### config.mk
export PLATFORM = sky130hd
export DESIGN_NAME = tetris_key_cmd
export DESIGN_NICKNAME = d
export VERILOG_FILES = /design/src/rtl/tetris_key_cmd.sv
export SDC_FILE = /design/constraint.sdc
export NUM_CORES = 1
export LEC_CHECK = 0
export BUFFER_PORTS_ARGS = -buffer_cell sky130_fd_sc_hd__buf_2
export CAP_MARGIN = 20
export CELL_PAD_IN_SITES_DETAIL_PLACEMENT = 1
export CELL_PAD_IN_SITES_GLOBAL_PLACEMENT = 1
export CORE_MARGIN = 5
export CORE_UTILIZATION = 46
export DETAILED_ROUTE_END_ITERATION = 8
export PLACE_DENSITY_LB_ADDON = 0.1
export SYNTH_ARGS = -nofsm -noshare
export SYNTH_HDL_FRONTEND = slang
export SYNTH_SLANG_ARGS = --single-unit
### constraint.sdc
create_clock -name clk -period 2.5 [get_ports clk]
set_input_delay 0.375 -clock clk [delete_from_list [all_inputs] [get_ports clk]]
set_output_delay 0.375 -clock clk [all_outputs]
set_load 0.01 [all_outputs]
### src/rtl/tetris_key_cmd.sv
// Turns held PS/2 key state into one-at-a-time Tetris commands with DAS auto-repeat.
// The key inputs are asynchronous to clk, so they are synchronised and only acted on once stable.
module tetris_key_cmd #(
  parameter int unsigned TICK_DIV  = 50000,
  parameter int unsigned DAS_DELAY = 170,
  parameter int unsigned DAS_RATE  = 50
) (
  input  logic       clk,
  input  logic       rst,
  input  logic       key1_on,
  input  logic [7:0] key1_code,
  input  logic       key2_on,
  input  logic [7:0] key2_code,
  output logic       cmd_valid,
  output logic [2:0] cmd,
  input  logic       cmd_ready
);

  localparam logic [2:0] CMD_NONE   = 3'd0;
  localparam logic [2:0] CMD_LEFT   = 3'd1;
  localparam logic [2:0] CMD_RIGHT  = 3'd2;
  localparam logic [2:0] CMD_DOWN   = 3'd3;
  localparam logic [2:0] CMD_ROTATE = 3'd4;
  localparam logic [2:0] CMD_DROP   = 3'd5;

  localparam logic [15:0] TICK_LAST  = 16'(TICK_DIV - 1);
  localparam logic [7:0]  DELAY_LAST = 8'(DAS_DELAY - 1);
  localparam logic [7:0]  RATE_LAST  = 8'(DAS_RATE - 1);

  typedef enum logic [1:0] {
    IDLE,
    HOLD_DELAY,
    HOLD_REPEAT,
    HOLD_NOREP
  } move_state_e;

  logic [17:0] s1_q, s2_q;
  logic [2:0]  d1_d, d1_q, d1_prev_q;
  logic        d2_d, d2_q, d2_prev_q;
  logic        rot_state_d, rot_state_q;
  move_state_e state_d, state_q;
  logic [2:0]  held_d, held_q;
  logic [15:0] presc_d, presc_q;
  logic [7:0]  tick_cnt_d, tick_cnt_q;
  logic        move_pend_d, move_pend_q;
  logic [2:0]  move_code_d, move_code_q;
  logic        rot_pend_d, rot_pend_q;
  logic        cmd_valid_d, cmd_valid_q;
  logic [2:0]  cmd_d, cmd_q;

  logic       stable1, stable2, tick, load_ok;
  logic       move_evt, rot_evt, move_take, rot_take;
  logic [2:0] move_evt_code;

  assign stable1   = (d1_q == d1_prev_q);
  assign stable2   = (d2_q == d2_prev_q);
  assign tick      = (presc_q == TICK_LAST);
  assign load_ok   = !cmd_valid_q || cmd_ready;
  assign cmd_valid = cmd_valid_q;
  assign cmd       = cmd_q;

  always_comb begin
    d1_d = CMD_NONE;
    if (s2_q[17]) begin
      case (s2_q[16:9])
        8'h6B:   d1_d = CMD_LEFT;
        8'h74:   d1_d = CMD_RIGHT;
        8'h72:   d1_d = CMD_DOWN;
        8'h75:   d1_d = CMD_DROP;
        default: d1_d = CMD_NONE;
      endcase
    end
    d2_d = s2_q[8] && (s2_q[7:0] == 8'h12);
  end

  // A stable release or a stable new code overrides whatever repeat the counters would produce.
  always_comb begin
    state_d       = state_q;
    held_d        = held_q;
    presc_d       = presc_q;
    tick_cnt_d    = tick_cnt_q;
    move_evt      = 1'b0;
    move_evt_code = held_q;

    if (state_q == HOLD_DELAY || state_q == HOLD_REPEAT) begin
      presc_d = tick ? 16'd0 : presc_q + 16'd1;
      if (tick) tick_cnt_d = tick_cnt_q + 8'd1;
    end

    case (state_q)
      HOLD_DELAY: begin
        if (tick && tick_cnt_q == DELAY_LAST) begin
          move_evt   = 1'b1;
          state_d    = HOLD_REPEAT;
          presc_d    = 16'd0;
          tick_cnt_d = 8'd0;
        end
      end
      HOLD_REPEAT: begin
        if (tick && tick_cnt_q == RATE_LAST) begin
          move_evt   = 1'b1;
          presc_d    = 16'd0;
          tick_cnt_d = 8'd0;
        end
      end
      default: ;
    endcase

    if (stable1) begin
      if (d1_q == CMD_NONE) begin
        state_d    = IDLE;
        move_evt   = 1'b0;
        presc_d    = 16'd0;
        tick_cnt_d = 8'd0;
      end else if (state_q == IDLE || d1_q != held_q) begin
        move_evt      = 1'b1;
        move_evt_code = d1_q;
        held_d        = d1_q;
        state_d       = (d1_q == CMD_DROP) ? HOLD_NOREP : HOLD_DELAY;
        presc_d       = 16'd0;
        tick_cnt_d    = 8'd0;
      end
    end
  end

  always_comb begin
    rot_state_d = rot_state_q;
    rot_evt     = 1'b0;
    if (stable2) begin
      rot_state_d = d2_q;
      rot_evt     = d2_q && !rot_state_q;
    end
  end

  // Rotate wins the output slot; a flag set in the same cycle it is loaded stays set.
  always_comb begin
    cmd_valid_d = cmd_valid_q;
    cmd_d       = cmd_q;
    rot_take    = 1'b0;
    move_take   = 1'b0;
    if (load_ok) begin
      if (rot_pend_q) begin
        cmd_valid_d = 1'b1;
        cmd_d       = CMD_ROTATE;
        rot_take    = 1'b1;
      end else if (move_pend_q) begin
        cmd_valid_d = 1'b1;
        cmd_d       = move_code_q;
        move_take   = 1'b1;
      end else begin
        cmd_valid_d = 1'b0;
        cmd_d       = CMD_NONE;
      end
    end
    rot_pend_d  = (rot_pend_q && !rot_take) || rot_evt;
    move_pend_d = (move_pend_q && !move_take) || move_evt;
    move_code_d = move_evt ? move_evt_code : move_code_q;
  end

  always_ff @(posedge clk) begin
    if (rst) begin
      s1_q        <= '0;
      s2_q        <= '0;
      d1_q        <= CMD_NONE;
      d1_prev_q   <= CMD_NONE;
      d2_q        <= 1'b0;
      d2_prev_q   <= 1'b0;
      rot_state_q <= 1'b0;
      state_q     <= IDLE;
      held_q      <= CMD_NONE;
      presc_q     <= '0;
      tick_cnt_q  <= '0;
      move_pend_q <= 1'b0;
      move_code_q <= CMD_NONE;
      rot_pend_q  <= 1'b0;
      cmd_valid_q <= 1'b0;
      cmd_q       <= CMD_NONE;
    end else begin
      s1_q        <= {key1_on, key1_code, key2_on, key2_code};
      s2_q        <= s1_q;
      d1_q        <= d1_d;
      d1_prev_q   <= d1_q;
      d2_q        <= d2_d;
      d2_prev_q   <= d2_q;
      rot_state_q <= rot_state_d;
      state_q     <= state_d;
      held_q      <= held_d;
      presc_q     <= presc_d;
      tick_cnt_q  <= tick_cnt_d;
      move_pend_q <= move_pend_d;
      move_code_q <= move_code_d;
      rot_pend_q  <= rot_pend_d;
      cmd_valid_q <= cmd_valid_d;
      cmd_q       <= cmd_d;
    end
  end

endmodule

[Word level (Yosys, flattened, before mapping)]
Index checks and enable logic that the tools add are counted.
Widths: inputs -> output; s select.
Word-level totals
  register bits after elaboration: 83
  input port bits: 21
  logic and storage cells: 92
  output and inout bits: 4
Operators by class
  mux-type cells: 41
  bitwise gates (word level): 1
  $add $sub $neg: 2
  eq/ne operators: 14
  reduce and logical (&&, ||, !) cells: 18
Operator list (count)
  $mux 16: 7
  $mux 8: 7
  $eq 8x7->1 const B: 4
  $pmux 16 s2: 1
  $add 16x1->16 const B: 1
  $eq 16x16->1 const B: 1
  $pmux 8 s2: 1
  $mux 3: 5
  $mux 1: 12
  $mux 2: 6
  $pmux 3 s4: 1
  $add 8x1->8 const B: 1
  $eq 8x5->1 const B: 1
  $eq 8x6->1 const B: 1
  $eq 8x8->1 const B: 1
  $logic_and 1x1->1: 6
  $logic_or 1x1->1: 5
  $logic_not 1->1: 4
  $eq 3x3->1: 1
  $eq 3x3->1 const B: 1
  $logic_not 3->1: 1
  $ne 3x3->1: 1
  $eq 2x1->1 const B: 1
  $eq 2x2->1 const B: 1
  5 further kinds: 5

[Depth between registers and ports, before layout]
  depth after elaboration: 8
  depth in mapped cells: 9
  gate-level depth less buffers: 7

[Worst setup path before layout]
Ideal clock, no wire load.
  path type: register -> register
  start: register state_q[0]
  end: register presc_q[13]
  cell stages (with the launch flop): 9
  required time: 2.430 ns
  buffers on the path: 1
  arrival: 2.100 ns
  path slack: 0.329 ns
  cell sequence: dfxtp_1 > inv_1 > ha_1 > buf_2 > nand3_1 > or4_1 > or3_1 > a22o_1 > a21oi_1
On the way
  cells in the longest elaborated chain, start to end: 8
  elaborated cells between the ends (all ways): 12
  classes of those cells: 2 x eq/ne; 7 x mux; 3 x reduce/logical
Ends and longest elaborated chain
  from (decl): RTL line 41  | move_state_e state_d, state_q;
  from (signal assigned): RTL line 186  | state_q <= state_d;
  $eq 2x1->1 or $eq 2x2->1 (tied branches): RTL line 85, 90
  $logic_or 1x1->1: RTL line 85  | if (state_q == HOLD_DELAY || state_q == HOLD_REPEAT) begin
  $mux 16: RTL line 85
  $mux 16, on equally long branches: RTL line 100, 92
  $pmux 16 s2: RTL line 90  | case (state_q)
  $mux 16: RTL line 115  | end else if (state_q == IDLE || d1_q != held_q) begin
  $mux 16: RTL line 110  | if (d1_q == CMD_NONE) begin
  $mux 16 (*): RTL line 109  | if (stable1) begin
  to (signal assigned): RTL line 188  | presc_q <= presc_d;
  to (decl): RTL line 43  | logic [15:0] presc_d, presc_q;
Mark *: on every way between the ends. The rest lies on a longest branch, timed or not.
A chain may end at the register's enable or synchronous reset.

[Final worst setup path]
  start: register tick_cnt_q[0]
  end: register presc_q[1]
On the way
  cells in the longest elaborated chain, start to end: 7
  elaborated cells between the ends (all ways): 10
  classes of those cells: 2 x eq/ne; 6 x mux; 2 x reduce/logical
Ends and longest elaborated chain
  from (decl): RTL line 44  | logic [7:0] tick_cnt_d, tick_cnt_q;
  from (signal assigned): RTL line 189  | tick_cnt_q <= tick_cnt_d;
  $eq 8x6->1 or $eq 8x8->1 (tied branches): RTL line 100, 92
  $logic_and 1x1->1, on equally long branches: RTL line 100, 92
  $mux 16, on equally long branches: RTL line 100, 92
  $pmux 16 s2 (*): RTL line 90
  $mux 16: RTL line 115
  $mux 16: RTL line 110
  $mux 16 (*): RTL line 109
Marked as above.

==> impl_results.md <==
- ANT nets after route: 0
- IR drop worst, VDD: around 0.45 mV
- GRT Util Overall: 0.143
- Initial Utilization: 0.469
- Ys async rst share: 0
- HP Class: in -> reg
- First-pass GRT wire length: roughly 10000 µm
- Flop pwr share: 0.570
- Initial DRC count: 25
- Fmax: 449 MHz
- Setup Crit Path Kind: reg -> reg
- Worst Path Max Fanout: 15
- Final Max Tran Viols: 0
- Cell Chain, Critical Path: ha_1, nor4bb_1, nand3_1, o31ai_1, a311o_1, buf_4, nor2_1
- #FFs+latches synth: 83
- Syn_nets: ~350
- Most frequent cell after synthesis: dfxtp_1
- TritonRoute pass-1 iters: 4
- Outcome: finished clean
- Slowest-stage cell, CP: o31ai_1
- Power Total: 2.38 mW
- Final number of hold-violating endpoints: 0
- YS warnings: 0
- Synth area leaders: dfxtp_1 52%, nor2b_1 9.1%, xor2_1 5.0%
- Skew-Pair Late Insertion Delay: 350 ps
- Share of post-route cells with drive strength above 1: 0.145
- Final setup vio count: 0
- Tcrit/Tclk final: 0.890
- CP endpoint kind: flop
- Die height: slightly above 90 µm
- Mapped Cells: 318
- Hold Buf Count CTS: 0
- Total Wirelength: 5810 µm
- Average wire per standard cell: 13.5 µm
- Clock share of power: 0.408
- Internal: roughly 1.8 mW
- Cell Area, Synth: between 0.003 and 0.004 mm²
- Clock Root Buffer: clkbuf_8
- GR Util met1: 0.159
- TritonCTS clock tree: yes
- Die area: 0.00865 mm²
- Setup tns final: 0 ps
- Met3 GRT Util: 0.0491
- Syn-to-layout area delta: 12.4%
- Seq/Total Area, Yosys: 0.524
- Post-DP HPWL: 4040 µm
- CTS Buffer Depth: 2
- GP Congestion: ~0.77
- Worst slew margin: 0.674
- Worst Max-Slew Pin Slew: 488 ps
- Distinct cells, synth: 45
- Grt met2 use: 0.254
- Rows: 30
- Static leakage: 1.36 nW
- Post-route minimum period: 2230 ps
- Number of enable flip-flop cells after synthesis: 0
- Remaining DRCs: 0
- WP data required: 2740 ps
- Total CTS buffers: 9
- Pwr Density: 667 mW/mm²
- Ys flop type: dfxtp_1
- Ant diodes: 0
- # resized after CTS: 0
- Filler Cell Count: 780
- Yosys top cell area share: 0.524
- Grt total ovfl: 0
- Vias in the first global route: approximately 2200
- IO Pins: 25
- Area of placed instances: 0.00336 mm²
- Largest net degree at the start of global routing: 48
- Synth cell count leaders: 83 x dfxtp_1, 46 x nor2b_1, 33 x nor2_1, 18 x xor2_1, 14 x nand2_1
- H-Tree Depth: 3
- Die width: a little over 90 µm
- Sw Ratio: 0.222
- GRT Max-Usage Layer: met2
- Via Count: 2226
- Critical path arrival: ~2500 ps
- Worst path max stage delay: roughly 470 ps
- Critical Path Source Type: flop
- Clk sink count: just over 80
- Vias per inst: 5.16
- Initial antenna violation count: 0
- Logic pwr share: 0.021
- PortBufs: 24
- Layout Skew: 10.6 ps
- RSZ-0062 raised after global routing: false
- Nets@finish: 373
- Max Cap Violations: 0
- Synth Area per Inst: roughly 10 µm²
- Cell taking the most area after synthesis: dfxtp_1
- Post-route cell area: 0.00356 mm²
- Core Area: 0.00676 mm²
- P_sw: roughly 0.53 mW
- Clock transition at path regs: 90 ps
- Setup bufs post-CTS: 0
## power groups by stage
stage	Sequential (mW)	Clock, mW	Combinational (mW)
after global placement	1.39	0	0.0500
after detailed placement	1.39	0	0.0518
after CTS	1.36	1.01	0.0521
after global routing	1.36	1.06	0.0576
after floorplan	1.38	0	0.0326
final	1.35	0.970	0.0507
## per-stage QoR
step	hold slack (ps)	setup WS, ps	instances	util
6_report	223	274	431	0.527
5_1_grt	212	32.7	431	0.527
4_1_cts	209	247	431	0.527
3_5_place_dp	427	280	415	0.497
3_3_place_gp	416	294	415	0.497
2_1_floorplan	414	329	318	-
## kinds of logic (layout without fill, tap and decap cells)
kind of cell,count (synthesis),in the layout,synth area share
adder cells (fa/ha/maj),6,6,0.0237
buffers and inverters,17,50,0.0253
multiplexers,6,6,0.0209
AO/OA/AOI/OAI,28,28,0.0585
XOR/XNOR,27,27,0.0746
AND/OR/NAND/NOR,151,151,0.273
flip-flops,83,83,0.524
## critical path: cells and delay by family (launching register included)
kind | cells | cell delay, ps
adders and majority gates | 1 | 180
DFF | 1 | 440
AOI/OAI and AO/OA | 2 | 700
and+or+nand+nor | 3 | 590
buffers and inverters | 1 | 210
## worst paths after layout
path                       from          to  slack (ps)  cells past startpoint
setup / recovery  tick_cnt_q[0]  presc_q[1]         270                      7
hold / removal     key2_code[1]     s1_q[1]         220                      2
setup reg to reg  tick_cnt_q[0]  presc_q[1]         270                      7
hold reg to reg        s1_q[10]    s2_q[10]         430                      1
## flip-flops by register name (all words and copies together) (netlist names), 2 cells and up
name,cells
d1_prev_q,3
presc_q,16
move_code_q,3
s1_q,18
tick_cnt_q,8
s2_q,18
d1_q,3
state_q,2
cmd,3
held_q,3
## area by class of cell
class / instances / area (µm²) / share of cell area
Sequential cell: 83 / 1660 / 0.467
Multi-Input combinational cell: 218 / 1430 / 0.401
Timing Repair Buffer: 28 / 150 / 0.0422
Clock buffer: 10 / 128 / 0.0358
Tap cell: 80 / 100 / 0.0281
Clock inverter: 6 / 72.6 / 0.0204
Inverter: 6 / 22.5 / 0.00632
## per-layer routing
layer | vias to the layer above | routed length, µm
li1 | 1143 | -
met1 | 1045 | 2590
met2 | 29 | 2930
met3 | 9 | 228
met4 | 0 | 64
met5 | - | 0
## cells in the final DEF (no fill, tap or decap), types with 9 or more instances in the layout
master / n
nand2_1: 14
clkbuf_8: 9
nor2b_1: 46
nor2_1: 33
a21oi_1: 10
buf_2: 24
dfxtp_1: 83
xor2_1: 18
xnor2_1: 9
Note: power is estimated with default switching activity, not from simulation.
